`src/rtl/key_loader.sv`:
```
// key_loader: assembles a KEY_W-bit key from WORD_W-bit words after a start request with length k.
// Latency: start -> LOAD next cycle; last accepted word -> key_valid_o next cycle; ack -> IDLE next cycle.
// Backpressure: word_ready_o only in LOAD, unbounded word_valid_i stalls; key held in READY until key_ack_i.
//
// Ports:
//   clock_i, reset_i (sync, active-high)       clock and reset
//   start_i, key_lenght_k_i                    load request and key length k (bits), latched on accepted start
//   abort_i                                    cancel load / held key, back to IDLE
//   word_valid_i, word_i, word_ready_o         key word handshake, word j lands at bits [j*WORD_W +: WORD_W]
//   key_o, key_valid_o, key_ack_i              assembled key (bits >= k forced to 0) and its handshake
//   busy_o                                     state is not IDLE
//   error_o                                    one-cycle pulse after a start with k=0 or k>KEY_W
module key_loader #(
  parameter int KEY_W  = 160,
  parameter int WORD_W = 32
) (
  input  logic              clock_i,
  input  logic              reset_i,
  input  logic              start_i,
  input  logic [7:0]        key_lenght_k_i,
  input  logic              abort_i,
  input  logic              word_valid_i,
  input  logic [WORD_W-1:0] word_i,
  output logic              word_ready_o,
  output logic [KEY_W-1:0]  key_o,
  output logic              key_valid_o,
  input  logic              key_ack_i,
  output logic              busy_o,
  output logic              error_o
);

  localparam int NWORDS = KEY_W / WORD_W;
  localparam int IDX_W  = (NWORDS > 1) ? $clog2(NWORDS) : 1;
  localparam logic [8:0] KEY_W_L  = 9'(KEY_W);
  localparam logic [8:0] WORD_W_L = 9'(WORD_W);

  typedef enum logic [1:0] {IDLE, LOAD, READY} state_t;

  state_t             state_q, state_d;
  logic [KEY_W-1:0]   key_q, key_d;
  logic [7:0]         k_q, k_d;
  logic [IDX_W-1:0]   idx_q, idx_d;
  logic [IDX_W-1:0]   last_q, last_d;   // index of the final word, N-1
  logic               error_q, error_d;

  logic [8:0]         k_in_ext;
  logic               k_legal;
  logic [KEY_W-1:0]   mask;

  assign k_in_ext = {1'b0, key_lenght_k_i};
  assign k_legal  = (k_in_ext != 9'd0) && (k_in_ext <= KEY_W_L);

  always_ff @(posedge clock_i) begin
    if (reset_i) begin
      state_q <= IDLE;
      key_q   <= '0;
      k_q     <= '0;
      idx_q   <= '0;
      last_q  <= '0;
      error_q <= 1'b0;
    end else begin
      state_q <= state_d;
      key_q   <= key_d;
      k_q     <= k_d;
      idx_q   <= idx_d;
      last_q  <= last_d;
      error_q <= error_d;
    end
  end

  always_comb begin
    state_d = state_q;
    key_d   = key_q;
    k_d     = k_q;
    idx_d   = idx_q;
    last_d  = last_q;
    error_d = 1'b0;

    // abort beats any simultaneous start, word acceptance or ack
    if (abort_i) begin
      state_d = IDLE;
      key_d   = '0;
      idx_d   = '0;
    end else begin
      unique case (state_q)
        IDLE: begin
          if (start_i) begin
            if (k_legal) begin
              k_d     = key_lenght_k_i;
              // ceil(k / WORD_W) - 1, k is already known to be in 1..KEY_W
              last_d  = IDX_W'(((k_in_ext + (WORD_W_L - 9'd1)) / WORD_W_L) - 9'd1);
              key_d   = '0;
              idx_d   = '0;
              state_d = LOAD;
            end else begin
              error_d = 1'b1;
            end
          end
        end
        LOAD: begin
          if (word_valid_i) begin
            for (int w = 0; w < NWORDS; w++) begin
              if (idx_q == IDX_W'(w)) key_d[w*WORD_W +: WORD_W] = word_i;
            end
            if (idx_q == last_q) begin
              state_d = READY;
            end else begin
              idx_d = idx_q + 1'b1;
            end
          end
        end
        READY: begin
          if (key_ack_i) state_d = IDLE;
        end
        default: state_d = IDLE;
      endcase
    end
  end

  // bit i of the key is visible only when i < k, which also zeroes the tail of a partial last word
  always_comb begin
    mask = '0;
    for (int i = 0; i < KEY_W; i++) begin
      mask[i] = (9'(i) < {1'b0, k_q});
    end
  end

  assign key_o        = key_q & mask;
  assign word_ready_o = (state_q == LOAD);
  assign key_valid_o  = (state_q == READY);
  assign busy_o       = (state_q != IDLE);
  assign error_o      = error_q;

endmodule

```
`config.mk`:
```
export PLATFORM = sky130hd
export DESIGN_NAME = key_loader
export DESIGN_NICKNAME = d
export VERILOG_FILES = /design/src/rtl/key_loader.sv
export SDC_FILE = /design/constraint.sdc
export NUM_CORES = 1
export LEC_CHECK = 0
export ABC_AREA = 1
export BUFFER_PORTS_ARGS = -buffer_cell sky130_fd_sc_hd__buf_4
export CORE_ASPECT_RATIO = 1.5
export CORE_MARGIN = 4
export CORE_UTILIZATION = 40
export DETAILED_ROUTE_END_ITERATION = 7
export SLEW_MARGIN = 30
export SYNTH_ARGS = -nofsm -noshare
export SYNTH_HDL_FRONTEND = slang
export SYNTH_SLANG_ARGS = --single-unit
```
`constraint.sdc`:
```
create_clock -name clock_i -period 3 [get_ports clock_i]
set_input_delay 0 -clock clock_i [delete_from_list [all_inputs] [get_ports clock_i]]
set_output_delay 0 -clock clock_i [all_outputs]
set_load 0.1 [all_outputs]
```
---- Word-level counts from Yosys, hierarchy flattened ----
Index checks and enable logic that the tools add are counted.
Widths: inputs -> output; s select.
word-level totals
  register bits ........................... 177
  input bits .............................. 46
cells by class
  add/subtract/negate cells ............... 3
  $lt $le $gt $ge ......................... 161
  equality and inequality tests ........... 18
  multiplexer cells ....................... 21
  bitwise gates (word level) .............. 4
  reduce and logical (&&, ||, !) cells .... 16
operators by type and width
  operator             count
  $lt 7x8->1 const A   64
  $mux 160             3
  $pmux 160 s2         1
  $lt 6x8->1 const A   32
  $lt 8x8->1 const A   32
  $and 160x160->160    1
  $mux 32              5
  $lt 5x8->1 const A   16
  $lt 4x8->1 const A   8
  $reduce_and 5->1     7
  $lt 3x8->1 const A   4
  $lt 1x8->1 const A   2
  $lt 2x8->1 const A   2
  $ne 2x1->1 const B   7
  $mux 3               4
  $mux 2               5
  $reduce_bool 9->1    1
  $add 8x5->8 const B  1
  $le 8x8->1 const B   1
  $ne 2x2->1 const B   4
  $eq 3x2->1 const B   2
  $pmux 2 s3           1
  $pmux 3 s2           1
  $reduce_and 4->1     1
  15 further kinds     18

---- Depth between registers and ports, before layout ----
Gate-level depths: netlist of run 1.
  depth in word-level cells ............... 5
  depth in mapped cells ................... 13
  mapped depth without buffers ............ 13

---- Worst setup path before layout of run 1 ----
Ideal clock, no wire load.
  path type ............................... register -> output
  from .................................... reg k_q[4]
  to ...................................... out key_o[112]
  arrival ................................. 3.362 ns
  required time ........................... 3.000 ns
  setup slack ............................. -0.362 ns
  cell stages (with the launch flop) ...... 6
  buffers on the path ..................... 1
  cell sequence ........................... dfxtp_1 -> buf_4 -> nand2_1 -> o21ai_0 -> inv_1 -> a211oi_1
on the way
  cells in the longest elaborated chain, start to end .. 2
RTL lines
  element                   line  source
  start: declaration        41    logic [7:0] k_q, k_d;
  start signal: assignment  64    k_q <= k_d;
  $lt 7x8->1                124   mask[i] = (9'(i) < {1'b0, k_q});
  $and 160x160->160         128   assign key_o = key_q & mask;
  end: declaration          25    output logic [KEY_W-1:0] key_o,
Every way passes these cells.

---- Final worst setup path of run 1 ----
  from .................................... reg k_q[3]
  to ...................................... out key_o[112]
The elaborated chain is that of the path after synthesis.

==> results of run 1 <==
[layout by cell type, fill, tap and decap left out, types with 6 or more instances in the layout]
cell type	instances
sky130_fd_sc_hd__nand2_1	388
sky130_fd_sc_hd__nor2_1	298
sky130_fd_sc_hd__inv_1	245
sky130_fd_sc_hd__buf_4	243
sky130_fd_sc_hd__dfxtp_1	176
sky130_fd_sc_hd__a21oi_1	103
sky130_fd_sc_hd__o21ai_0	49
sky130_fd_sc_hd__a211oi_2	47
sky130_fd_sc_hd__nand4_1	40
sky130_fd_sc_hd__dlygate4sd3_1	27
sky130_fd_sc_hd__a211oi_1	26
sky130_fd_sc_hd__clkbuf_16	17
sky130_fd_sc_hd__o211ai_1	12
sky130_fd_sc_hd__nand3_1	10
sky130_fd_sc_hd__nor3_1	10
sky130_fd_sc_hd__ha_1	6
[how the worst min path moves through the flow]
stage               start          to  cells past startpoint
2_1_floorplan   word_i[1]   key_q[65]                      2
3_3_place_gp    word_i[6]   key_q[38]                      3
3_5_place_dp    word_i[6]   key_q[38]                      3
4_1_cts        word_i[28]  key_q[124]                      5
5_1_grt         word_i[0]   key_q[64]                      5
6_report       word_i[28]  key_q[124]                      5
[per-layer routing]
layer	vias to the layer above	GRT usage (%)
li1	5133	-
met1	4840	34.3
met2	449	49.7
met3	84	5.10
met4	0	12.8
met5	-	0
[final cells by class]
class | count | area, µm² | area share (%)
Sequential cell | 177 | 3540 | 28.3
Tap cell | 319 | 399 | 3.19
Clock buffer | 22 | 484 | 3.87
Timing Repair Buffer | 274 | 2170 | 17.4
Multi-Input combinational cell | 1013 | 4880 | 39.0
Inverter | 251 | 942 | 7.53
Clock inverter | 10 | 97.6 | 0.780
[flip-flops by register name (all words and copies together) (netlist names)]
name	count
key_q	160
k_q	8
idx_q	3
last_q	3
state_q	2
error_o	1
[power breakdown]
part           leakage (nW)  internal [W]  switching [W]
clock network         0.280       0.00124        0.00102
registers              1.44       0.00247      0.0000522
logic                  4.34      0.000441        0.00126
total                  6.06       0.00415        0.00233
[what timing repair did]
action / in CTS / in global routing
endpoints found under the hold margin: 80 / 0
endpoints found under the setup margin: 2 / 14
pin swaps: 0 / 0
gates resized for setup: 1 / 1
hold buffers: 27 / 0
[worst max-delay path: cells and delay by family (launching register included)]
| kind | cells | cell delay, ns |
|---|---|---|
| buf+inv | 3 | 0.84 |
| compound gates | 1 | 0.15 |
| simple gates | 3 | 1.00 |
| flops | 1 | 0.42 |
[kinds of logic after synthesis]
group / after synthesis / share of synthesized area [%]
and+or+nand+nor: 766 / 32.4
buffers and inverters: 339 / 14.7
AOI/OAI and AO/OA: 239 / 14.8
DFF: 177 / 37.1
adders and majority gates: 6 / 0.787
xor gates and xnor gates: 2 / 0.184
[through the flow]
step | hold WS [ns] | total power [W]
4_1_cts | 0.0130 | 0.00649
2_1_floorplan | 0.138 | 0.00374
3_5_place_dp | 0.273 | 0.00423
6_report | 0.0321 | 0.00648
3_3_place_gp | 0.268 | 0.00421
5_1_grt | 0.0415 | 0.00676
==> reports/summary.json, run 1 <==
{
  "number_of_placed_cells_counting_well_taps": {"value": 2007},
  "worst_slew_margin_rel": {"value": 42.1, "unit": "%"},
  "run_status": {"value": "finished, final reports clean"},
  "cts-root-to-sink-buffers": {"value": 2},
  "numClockSinks": {"value": 177},
  "critical_path.reg2reg.startpoint": {"value": "state_q[1]"},
  "placeable_core_area": {"value": 23600, "unit": "µm²"},
  "worstHoldPathType": {"value": "in2reg"},
  "post_synth_num_cell_types": {"value": 29},
  "synthTopCellsByCount": {"value": "sky130_fd_sc_hd__nand2_1, sky130_fd_sc_hd__nor2_1, sky130_fd_sc_hd__inv_1, sky130_fd_sc_hd__dfxtp_1, sky130_fd_sc_hd__a21oi_1"},
  "vias": {"value": 10500},
  "root_buffer": {"value": "sky130_fd_sc_hd__clkbuf_16"},
  "regToRegEndpoint": {"value": "key_q[111]"},
  "report.final.setup_viol": {"value": 0},
  "gr-usage-all-layers": {"value": 28.5, "unit": "%"},
  "worst-setup-path-type": {"value": "reg2out"},
  "grt_antenna_before_repair": {"value": 0},
  "detailed_place.area": {"value": 11700, "unit": "µm²"},
  "synthToLayoutAreaGrowth": {"value": 31.2, "unit": "%"},
  "ff2ff_setup_slack": {"value": 0.61, "unit": "ns"},
  "count_of_standard_cell_rows": {"value": 69},
  "power_per_cell_area": {"value": 518, "unit": "nW/µm²"},
  "cells_taking_the_most_area_after_synthesis": {"value": "sky130_fd_sc_hd__dfxtp_1, sky130_fd_sc_hd__nand2_1, sky130_fd_sc_hd__nor2_1"},
  "reg2regPathDepth": {"value": 9},
  "post-route-min-period": {"value": 2.86, "unit": "ns"},
  "routed.top_layer": {"value": "met4"},
  "post_layout_nonfiller_instances": {"value": 2066},
  "rsz0062_at_grt": {"value": "false"},
  "antenna-diode-count": {"value": 0},
  "synth_largest_type_area_fraction": {"value": 37.1, "unit": "%"},
  "required": {"value": 3.00, "unit": "ns"},
  "dr_wl_met3": {"value": 2570, "unit": "µm"},
  "worst-endpoint-arrival": {"value": 2.86, "unit": "ns"},
  "max_cap_violations": {"value": 0},
  "layout.nets": {"value": 1786},
  "synthArstFlopShare": {"value": 0, "unit": "%"},
  "place.port_buffers": {"value": 209},
  "ir_drop": {"value": 0.429, "unit": "mV"},
  "syn_inst": {"value": 1529},
  "drv_slew": {"value": 0},
  "wl_per_cell": {"value": 18.7, "unit": "µm"},
  "critPathMostFrequentCell": {"value": "sky130_fd_sc_hd__nor2_1"},
  "grt_first_pass_wirelength": {"value": 57600, "unit": "µm"},
  "syn-cell-area": {"value": 9540, "unit": "µm²"},
  "syn_nets": {"value": 1581},
  "grt_max_degree": {"value": 143},
  "start_kind": {"value": "register"},
  "hpwl": {"value": 27400, "unit": "µm"},
  "fin_ws": {"value": 0.142, "unit": "ns"},
  "clk_pin_slew": {"value": 0.07, "unit": "ns"},
  "synth_area_per_cell": {"value": 6.24, "unit": "µm²"},
  "power_leakage": {"value": 6.06, "unit": "nW"},
  "chain_of_cells_forming_the_critical_path": {"value": "nor2_1 > clkinv_1 > nor2_1 > inv_1 > nor2_1 > a211oi_1 > buf_4"},
  "final_layout_size_suffix_gt1_share": {"value": 20.0, "unit": "%"},
  "tritoncts.num_buffers": {"value": 17},
  "gp_congestion": {"value": 0.921},
  "postLayoutCoreUtil": {"value": 53.1, "unit": "%"},
  "critical_path_peak_fanout": {"value": 12},
  "route.detailed.vias_per_inst": {"value": 5.09},
  "setup-tns-final": {"value": 0, "unit": "ns"},
  "fmax": {"value": 0.350, "unit": "GHz"},
  "pin_count": {"value": 210},
  "synth-main-ff-cell": {"value": "sky130_fd_sc_hd__dfxtp_1"},
  "routed-wl-met2": {"value": 19400, "unit": "µm"},
  "worst_clock_skew": {"value": 0.0104, "unit": "ns"},
  "postSynthRegisterBits": {"value": 177},
  "hold_viol": {"value": 0},
  "post-route-drc-count": {"value": 0},
  "cts_tree": {"value": "yes"},
  "via_count_of_the_first_global_routing_pass": {"value": 9820},
  "yosys_warnings": {"value": 0},
  "max_slew.worst_pin.slew": {"value": 0.868, "unit": "ns"},
  "detailedRoute.firstIterationViolations": {"value": 949},
  "setup.worst_path.start": {"value": "k_q[3]"},
  "chipWidth": {"value": 134, "unit": "µm"},
  "first_pass_iters": {"value": 5},
  "postRouteAntennaNets": {"value": 0},
  "yosysTopAreaCell": {"value": "sky130_fd_sc_hd__dfxtp_1"},
  "die_area": {"value": 26400, "unit": "µm²"},
  "yosysSeqAreaShare": {"value": 37.1, "unit": "%"},
  "grt-ovfl-total": {"value": 0},
  "critical_path_s_largest_stage_delay": {"value": 0.43, "unit": "ns"},
  "timing.final.crit_share": {"value": 95.3, "unit": "%"},
  "ctsHtreeMaxLevel": {"value": 4},
  "crit_path_end": {"value": "key_o[112]"},
  "pre_cts_slack": {"value": 0.429, "unit": "ns"},
  "crit_slowest_cell": {"value": "sky130_fd_sc_hd__clkinv_1"},
  "num-fill-cells": {"value": 2467},
  "routed_wirelength": {"value": 38600, "unit": "µm"},
  "worst_skew_pair.late_latency": {"value": 0.44, "unit": "ns"},
  "m1WireLength": {"value": 15100, "unit": "µm"},
  "synth-edff-count": {"value": 0},
  "die_y": {"value": 197, "unit": "µm"},
  "initial_utilization": {"value": 40.5, "unit": "%"},
  "synthMostInstantiatedCell": {"value": "sky130_fd_sc_hd__nand2_1"},
  "timing.critical_path.to_type": {"value": "output pin"},
  "cts.repair_timing.setup_buffer_count": {"value": 0},
  "finish.instance_area": {"value": 12500, "unit": "µm²"}
}
(Power assumes the default switching activity.)
==> run 2, diff against run 1 <==
- CTS_BUF_LIST: default -> sky130_fd_sc_hd__clkbuf_4
==> run 2 against run 1 <==
Net effect: core utilization is 0.52 points lower; critical path depth is 2 lower; count of clock-buffer cells in the layout is 4 lower; hold slack better by 0.067 ns; final cell count is 1.0% higher; non-clock buffer count is 20 higher; first-iteration DRC count is 11% lower; critical endpoint is now key_o[56].
==> reports/summary.json, run 2 (synthesis gave the netlist of run 1 again) <==
{
  "critical_path_s_largest_stage_delay": {"value": 0.55, "unit": "ns", "change": "+0.12 ns"},
  "power_leakage": {"value": 6.00, "unit": "nW", "change": "-0.96%"},
  "gp_congestion": {"value": 0.921, "change": "unchanged"},
  "cts.repair_timing.setup_buffer_count": {"value": 0, "change": "unchanged"},
  "run_status": {"value": "finished, final reports clean"},
  "worst-endpoint-arrival": {"value": 2.94, "unit": "ns", "change": "+0.08 ns"},
  "top_register": {"value": "key_q"},
  "worstHoldPathType": {"value": "in2reg"},
  "critPathMostFrequentCell": {"value": "sky130_fd_sc_hd__inv_1"},
  "tritoncts.num_buffers": {"value": 17, "change": "unchanged"},
  "postRouteAntennaNets": {"value": 0, "change": "unchanged"},
  "first_pass_iters": {"value": 6, "change": "+1"},
  "detailedRoute.firstIterationViolations": {"value": 841, "change": "-11%"},
  "finish.instance_area": {"value": 12400, "unit": "µm²", "change": "-0.97%"},
  "switching_share": {"value": 40.0, "unit": "%", "change": "+4.1 points"},
  "grt.met2_usage": {"value": 49.6, "unit": "%", "change": "-0.13 points"},
  "worst_skew_pair.late_latency": {"value": 0.62, "unit": "ns", "change": "+0.18 ns"},
  "fraction_of_power_consumed_by_the_clock_network": {"value": 23.8, "unit": "%", "change": "-11 points"},
  "post_layout_nonfiller_instances": {"value": 2087, "change": "+1.0%"},
  "initial_utilization": {"value": 40.5, "unit": "%", "change": "unchanged"},
  "timing.critical_path.buf_inv": {"value": 3, "change": "unchanged"},
  "max_cap_violations": {"value": 0, "change": "unchanged"},
  "global_route_met1_utilization": {"value": 34.1, "unit": "%", "change": "-0.19 points"},
  "die_y": {"value": 197, "unit": "µm", "change": "unchanged"},
  "netSwitchingPower": {"value": 0.00223, "unit": "W", "change": "-4.3%"},
  "root_buffer": {"value": "sky130_fd_sc_hd__clkbuf_4"},
  "chain_of_cells_forming_the_critical_path": {"value": "inv_1 > a21oi_1 > inv_1 > a211oi_2 > buf_4"},
  "timing.final.crit_share": {"value": 97.9, "unit": "%", "change": "+2.7 points"},
  "hold_viol": {"value": 0, "change": "unchanged"},
  "timing.critical_path.to_type": {"value": "output pin"},
  "via_count_of_the_first_global_routing_pass": {"value": 9865, "change": "+0.46%"},
  "die_area": {"value": 26400, "unit": "µm²", "change": "unchanged"},
  "placeable_core_area": {"value": 23600, "unit": "µm²", "change": "unchanged"},
  "cts-root-to-sink-buffers": {"value": 2, "change": "unchanged"},
  "post-route-drc-count": {"value": 0, "change": "unchanged"},
  "worst_path_dominant_cell_family": {"value": "buffers and inverters"},
  "fmax": {"value": 0.340, "unit": "GHz", "change": "-2.7%"},
  "synthToLayoutAreaGrowth": {"value": 29.9, "unit": "%"},
  "final_layout_size_suffix_gt1_share": {"value": 19.9, "unit": "%", "change": "-0.11 points"},
  "post-route-min-period": {"value": 2.94, "unit": "ns", "change": "+0.0795 ns"},
  "grt_antenna_before_repair": {"value": 1, "change": "+1"},
  "chipWidth": {"value": 134, "unit": "µm", "change": "unchanged"},
  "vias": {"value": 10500, "change": "+0.25%"},
  "wl_per_cell": {"value": 18.5, "unit": "µm", "change": "-0.81%"},
  "grt-ovfl-total": {"value": 0, "change": "unchanged"},
  "ff2ff_setup_slack": {"value": 0.58, "unit": "ns", "change": "-0.03 ns"},
  "hpwl": {"value": 27400, "unit": "µm", "change": "unchanged"},
  "setup.worst_path.start": {"value": "k_q[3]"},
  "max_slew.worst_pin.slew": {"value": 0.888, "unit": "ns", "change": "+0.0206 ns"},
  "number_of_placed_cells_counting_well_taps": {"value": 2007, "change": "unchanged"},
  "ctsHtreeMaxLevel": {"value": 4, "change": "unchanged"},
  "gr-usage-all-layers": {"value": 28.6, "unit": "%", "change": "+0.091 points"},
  "numClockSinks": {"value": 177, "change": "unchanged"},
  "critical_path_peak_fanout": {"value": 12, "change": "unchanged"},
  "worst_clock_skew": {"value": 0.0288, "unit": "ns", "change": "+0.0184 ns"},
  "critical_path.reg2reg.startpoint": {"value": "state_q[1]"},
  "ir_drop": {"value": 0.254, "unit": "mV", "change": "-41%"},
  "worst_slew_margin_rel": {"value": 40.8, "unit": "%", "change": "-1.3 points"},
  "worst-setup-path-type": {"value": "reg2out"},
  "layout_common_cells": {"value": "sky130_fd_sc_hd__nand2_1, sky130_fd_sc_hd__nor2_1, sky130_fd_sc_hd__inv_1"},
  "crit_slowest_cell": {"value": "sky130_fd_sc_hd__dfxtp_2"},
  "report.final.setup_viol": {"value": 0, "change": "unchanged"},
  "grt_first_pass_wirelength": {"value": 57700, "unit": "µm", "change": "+0.26%"},
  "count_of_standard_cell_rows": {"value": 69, "change": "unchanged"},
  "rsz0062_at_grt": {"value": "true"},
  "cts_tree": {"value": "yes"},
  "grt_max_degree": {"value": 143, "change": "unchanged"},
  "fin_ws": {"value": 0.0622, "unit": "ns", "change": "-0.0795 ns"},
  "pin_count": {"value": 210, "change": "unchanged"},
  "layout.nets": {"value": 1806, "change": "+1.1%"},
  "combinationalPowerShare": {"value": 31.0, "unit": "%", "change": "+4.7 points"},
  "top_usage_layer": {"value": "met2"},
  "internal_power": {"value": 0.00334, "unit": "W", "change": "-19%"},
  "required": {"value": 3.00, "unit": "ns", "change": "about the same"},
  "pwr-share-seq": {"value": 45.2, "unit": "%", "change": "+6.3 points"},
  "route.detailed.vias_per_inst": {"value": 5.05, "change": "-0.76%"},
  "final.hold.worst_slack": {"value": 0.0995, "unit": "ns", "change": "+0.0673 ns"},
  "clk_pin_slew": {"value": 0.15, "unit": "ns", "change": "+0.08 ns"},
  "routed_wirelength": {"value": 38700, "unit": "µm", "change": "+0.20%"},
  "detailed_place.area": {"value": 11700, "unit": "µm²", "change": "unchanged"},
  "met3_usage": {"value": 5.35, "unit": "%", "change": "+0.25 points"},
  "drv_slew": {"value": 0, "change": "unchanged"},
  "max_reg_flops": {"value": 160, "change": "unchanged"},
  "hold_path.startpoint": {"value": "abort_i"},
  "layout_top_registers": {"value": "key_q: 160 flops, k_q: 8 flops"},
  "power_per_cell_area": {"value": 450, "unit": "nW/µm²", "change": "-13%"},
  "pre_cts_slack": {"value": 0.429, "unit": "ns", "change": "unchanged"},
  "start_kind": {"value": "register"},
  "layout.cells.most_common": {"value": "sky130_fd_sc_hd__nand2_1"},
  "place.port_buffers": {"value": 209, "change": "unchanged"}
}
==> run 2: what timing repair did <==
item / in CTS / in global routing
endpoints found under the setup margin: 30 / 6
resized for setup: 3 / 4
hold endpoints to repair: 177 / 0
hold buffers: 47 / 0
==> run 2: final timing paths <==
check,to,cells past startpoint
max reg2reg,key_q[111],9
min,k_q[6],4
max,key_o[56],5
min reg2reg,key_q[153],2
==> run 2: per-layer routing <==
metal | wire (µm) | up-vias
li1 | - | 5171
met1 | 15200 | 4839
met5 | 0 | -
met4 | 1850 | 0
met2 | 19200 | 435
met3 | 2430 | 87
==> run 2: power by group through the flow <==
stage | clock network, W | logic, W | registers (W)
floorplan | 0 | 0.00118 | 0.00255
global placement | 0 | 0.00164 | 0.00257
CTS | 0.00134 | 0.00171 | 0.00252
global route | 0.00143 | 0.00188 | 0.00253
detailed placement | 0 | 0.00166 | 0.00257
finish | 0.00133 | 0.00173 | 0.00252
==> run 2: final cells by class <==
type | count | area (µm²)
fill | 2480 | 11200
multi-input combinational | 1013 | 4880
sequential | 177 | 3540
timing repair buffer | 294 | 2370
inverter | 251 | 943
tap | 319 | 399
clock buffer | 18 | 135
clock inverter | 14 | 113
antenna | 1 | 2.50
==> run 2: tightest hold or removal path, cell delays in order <==
cell and delay (ns):
sky130_fd_sc_hd__buf_4 0.10, sky130_fd_sc_hd__nor2_1 0.04, sky130_fd_sc_hd__nand2_1 0.39, sky130_fd_sc_hd__a21oi_1 0.13
==> run 2: per-stage QoR <==
stage          util [%]  power (W)  setup TNS (ns)
2_1_floorplan         -    0.00374           -5.89
3_3_place_gp       49.5    0.00421               0
3_5_place_dp       49.5    0.00423               0
4_1_cts            52.6    0.00557               0
5_1_grt            52.6    0.00585        -0.00599
6_report           52.6    0.00558               0
==> run 3, diff against run 2 <==
- ABC_AREA: 1 -> 0
- clock period: 3 -> 3.1 ns (I/O delays scaled with it)
==> run 3 against run 2 <==
Net effect: sequential share of layout area increased by 3.9 points; final cell count decreased by 25%; total power decreased by 25%; register-to-register slack got worse by 0.40 ns; critical endpoint is now key_o[62]; via count decreased by 18%; combinational power decreased by 66%; critical path depth decreased by 1.
==> reports/summary.json, run 3 <==
{
  "run_status": {"value": "finished, final reports clean"},
  "cells_taking_the_most_area_after_synthesis": {"value": "sky130_fd_sc_hd__dfxtp_1, sky130_fd_sc_hd__nand3_1, sky130_fd_sc_hd__o21ai_0"},
  "synthTopCellsByCount": {"value": "sky130_fd_sc_hd__nand3_1, sky130_fd_sc_hd__dfxtp_1, sky130_fd_sc_hd__o21ai_0, sky130_fd_sc_hd__nand2_1, sky130_fd_sc_hd__a21oi_1"},
  "place.port_buffers": {"value": 209, "change": "unchanged"},
  "grt_antenna_before_repair": {"value": 1, "change": "unchanged"},
  "die_area": {"value": 22900, "unit": "µm²", "change": "-13%"},
  "placeable_core_area": {"value": 19900, "unit": "µm²", "change": "-15%"},
  "gr-usage-all-layers": {"value": 28.6, "unit": "%", "change": "about the same"},
  "detailedRoute.firstIterationViolations": {"value": 585, "change": "-30%"},
  "critical_path_peak_fanout": {"value": 22, "change": "+10"},
  "layout_common_cells": {"value": "sky130_fd_sc_hd__buf_4, sky130_fd_sc_hd__nand3_1, sky130_fd_sc_hd__o21ai_0, sky130_fd_sc_hd__dfxtp_1, sky130_fd_sc_hd__nand2_1"},
  "synth-edff-count": {"value": 0, "change": "unchanged"},
  "synth-main-ff-cell": {"value": "sky130_fd_sc_hd__dfxtp_1"},
  "wl_per_cell": {"value": 21.6, "unit": "µm", "change": "+16%"},
  "layout_top_registers": {"value": "key_q: 160 flops, k_q: 8 flops"},
  "gp_congestion": {"value": 0.869, "change": "-5.7%"},
  "power_leakage": {"value": 4.33, "unit": "nW", "change": "-28%"},
  "critical_path_s_largest_stage_delay": {"value": 0.84, "unit": "ns", "change": "+0.29 ns"},
  "chain_of_cells_forming_the_critical_path": {"value": "nand4_1 > o21ai_0 > and2_1 > buf_4"},
  "syn-cell-area": {"value": 8210, "unit": "µm²", "change": "-14%"},
  "timing.critical_path.to_type": {"value": "output pin"},
  "yosysTopAreaCell": {"value": "sky130_fd_sc_hd__dfxtp_1"},
  "max_cap_violations": {"value": 0, "change": "unchanged"},
  "top_register": {"value": "key_q"},
  "critical_path.reg2reg.startpoint": {"value": "state_q[0]"},
  "grt_first_pass_wirelength": {"value": 50700, "unit": "µm", "change": "-12%"},
  "clk_pin_slew": {"value": 0.15, "unit": "ns", "change": "about the same"},
  "route.detailed.vias_per_inst": {"value": 5.54, "change": "+9.8%"},
  "postRouteAntennaNets": {"value": 0, "change": "unchanged"},
  "synth_area_per_cell": {"value": 7.78, "unit": "µm²", "change": "+25%"},
  "vias": {"value": 8653, "change": "-18%"},
  "initial_utilization": {"value": 41.1, "unit": "%", "change": "+0.65 points"},
  "grt_max_degree": {"value": 65, "change": "-55%"},
  "timing.critical_path.buf_inv": {"value": 1, "change": "-2"},
  "worst_path_dominant_cell_family": {"value": "simple AND/OR/NAND/NOR gates"},
  "fmax": {"value": 0.340, "unit": "GHz"},
  "hpwl": {"value": 23800, "unit": "µm", "change": "-13%"},
  "ir_drop": {"value": 0.289, "unit": "mV", "change": "+14%"},
  "max_reg_flops": {"value": 160, "change": "unchanged"},
  "drv_slew": {"value": 0, "change": "unchanged"},
  "chipWidth": {"value": 125, "unit": "µm", "change": "-6.8%"},
  "worstHoldPathType": {"value": "in2reg"},
  "fin_ws": {"value": 0.161, "unit": "ns", "change": "+0.0990 ns"},
  "routed_wirelength": {"value": 33700, "unit": "µm", "change": "-13%"},
  "syn_inst": {"value": 1054, "change": "-31%"},
  "power.total": {"value": 0.00420, "unit": "W", "change": "-25%"},
  "synthToLayoutAreaGrowth": {"value": 32.9, "unit": "%"},
  "die_y": {"value": 183, "unit": "µm", "change": "-7.0%"},
  "pre_cts_slack": {"value": 0.700, "unit": "ns", "change": "+0.271 ns"},
  "hold_viol": {"value": 0, "change": "unchanged"},
  "worst_slew_margin_rel": {"value": 39.0, "unit": "%", "change": "-1.8 points"},
  "synth_largest_type_area_fraction": {"value": 43.2, "unit": "%", "change": "+6.1 points"},
  "synthArstFlopShare": {"value": 0, "unit": "%", "change": "unchanged"},
  "report.final.setup_viol": {"value": 0, "change": "unchanged"},
  "power_per_cell_area": {"value": 385, "unit": "nW/µm²", "change": "-14%"},
  "synthMostInstantiatedCell": {"value": "sky130_fd_sc_hd__nand3_1"},
  "first_pass_iters": {"value": 5, "change": "-1"},
  "multi_input_area": {"value": 4240, "unit": "µm²", "change": "-13%"},
  "worst-setup-path-type": {"value": "reg2out"},
  "sequential_cell_area": {"value": 3540, "unit": "µm²", "change": "about the same"},
  "worst_clock_skew": {"value": 0.0190, "unit": "ns", "change": "-0.00982 ns"},
  "post_synth_num_cell_types": {"value": 49, "change": "+69%"},
  "timing.final.crit_share": {"value": 94.8, "unit": "%"},
  "root_buffer": {"value": "sky130_fd_sc_hd__clkbuf_4"},
  "hold_path.startpoint": {"value": "word_i[15]"},
  "max_slew.worst_pin.slew": {"value": 0.915, "unit": "ns", "change": "+0.0269 ns"},
  "crit_slowest_cell": {"value": "sky130_fd_sc_hd__dfxtp_1"},
  "required": {"value": 3.10, "unit": "ns", "change": "+0.10 ns"},
  "layout.cells.most_common": {"value": "sky130_fd_sc_hd__buf_4"},
  "grt-ovfl-total": {"value": 0, "change": "unchanged"},
  "rsz0062_at_grt": {"value": "false"},
  "worst-endpoint-arrival": {"value": 2.94, "unit": "ns", "change": "about the same"},
  "layout.nets": {"value": 1340, "change": "-26%"},
  "count_of_standard_cell_rows": {"value": 63, "change": "-8.7%"},
  "setup.worst_path.start": {"value": "k_q[3]"},
  "syn_nets": {"value": 1106, "change": "-30%"},
  "postSynthRegisterBits": {"value": 177, "change": "unchanged"},
  "ctsHtreeMaxLevel": {"value": 4, "change": "unchanged"},
  "yosys_warnings": {"value": 0, "change": "unchanged"},
  "post-route-drc-count": {"value": 0, "change": "unchanged"},
  "cts_tree": {"value": "yes"},
  "worst_skew_pair.late_latency": {"value": 0.59, "unit": "ns", "change": "-0.03 ns"},
  "start_kind": {"value": "register"},
  "yosysSeqAreaShare": {"value": 43.2, "unit": "%", "change": "+6.1 points"},
  "post-route-min-period": {"value": 2.94, "unit": "ns"},
  "tritoncts.num_buffers": {"value": 17, "change": "unchanged"},
  "cts-root-to-sink-buffers": {"value": 2, "change": "unchanged"},
  "num-fill-cells": {"value": 1937, "change": "-22%"},
  "pin_count": {"value": 210, "change": "unchanged"},
  "numClockSinks": {"value": 177, "change": "unchanged"},
  "final.hold.worst_slack": {"value": 0.0907, "unit": "ns", "change": "-0.00870 ns"},
  "via_count_of_the_first_global_routing_pass": {"value": 8408, "change": "-15%"},
  "final_layout_size_suffix_gt1_share": {"value": 23.4, "unit": "%", "change": "+3.5 points"}
}
run 3: cell types whose count changed in the layout (fill, tap and decap cells not counted), sizes merged, moves of 38 or more:
| cell | delta |
|---|---|
| a211oi | -71 |
| inv | -239 |
| nand2 | -282 |
| nand3 | +183 |
| nand4 | -38 |
| nor2 | -261 |
| o21ai | +130 |
run 3: final cells by class:
class                   count  area share [%]
multi-input cells         778            38.9
diodes                      1          0.0230
clock buffers              19            1.31
flip-flops and latches    177            32.5
inverters                   8           0.275
clock inverters            13            1.14
repair buffers            306            22.8
well taps                 260            2.98
run 3: power by group:
group          internal (W)  total (W)  switching [W]
registers           0.00229    0.00232      0.0000241
logic              0.000190   0.000585       0.000396
clock network      0.000431    0.00130       0.000865
run 3: through the flow:
step / instances / util (%) / area [µm²] / setup TNS [ns]
global placement: 1472 / 50.4 / 10100 / 0
detailed placement: 1472 / 50.4 / 10100 / 0
global route: 1562 / 54.7 / 10900 / 0
CTS: 1561 / 54.6 / 10900 / 0
floorplan: 1054 / - / 8210 / -1.69
finish: 1562 / 54.7 / 10900 / 0
run 3: timing repair:
| item | in CTS | in global routing |
|---|---|---|
| gates resized for setup | 0 | 1 |
| endpoints found under the setup margin | 0 | 1 |
| hold buffers | 57 | 0 |
| buffers inserted | 0 | 0 |
| endpoints found under the hold margin | 173 | 0 |
run 3: logic make-up after synthesis:
logic type / count (synthesis) / synth area share [%]
AOI/OAI and AO/OA: 320 / 22.2
buffers and inverters: 99 / 5.47
and+or+nand+nor: 438 / 26.5
adders and majority gates: 6 / 0.915
DFF: 177 / 43.2
xor gates and xnor gates: 5 / 0.534
muxes: 9 / 1.10
run 3: tightest hold or removal path: cells and delay by family:
kind,cells,cell delay [ns]
buffers and inverters,1,0.11
AO/OA/AOI/OAI,1,0.13
AND/OR/NAND/NOR,1,0.41
run 3: layer usage:
layer / GRT usage (%) / wire, µm / share of wire, % / up-vias
met4: 13.8 / 1400 / 4.1 / 0
met1: 33.4 / 13200 / 39 / 4048
li1: - / - / - / 4170
met5: 0 / 0 / 0 / -
met3: 6.08 / 2190 / 6.5 / 68
met2: 50.1 / 16900 / 50 / 367
run 3: final timing paths:
path | slack, ns | cells past startpoint | end
worst min-delay path | 0.09 | 3 | key_q[111]
worst max-delay path | 0.16 | 4 | key_o[62]
worst max register to register | 0.18 | 8 | k_q[0]
worst min register to register | 0.48 | 2 | key_q[149]
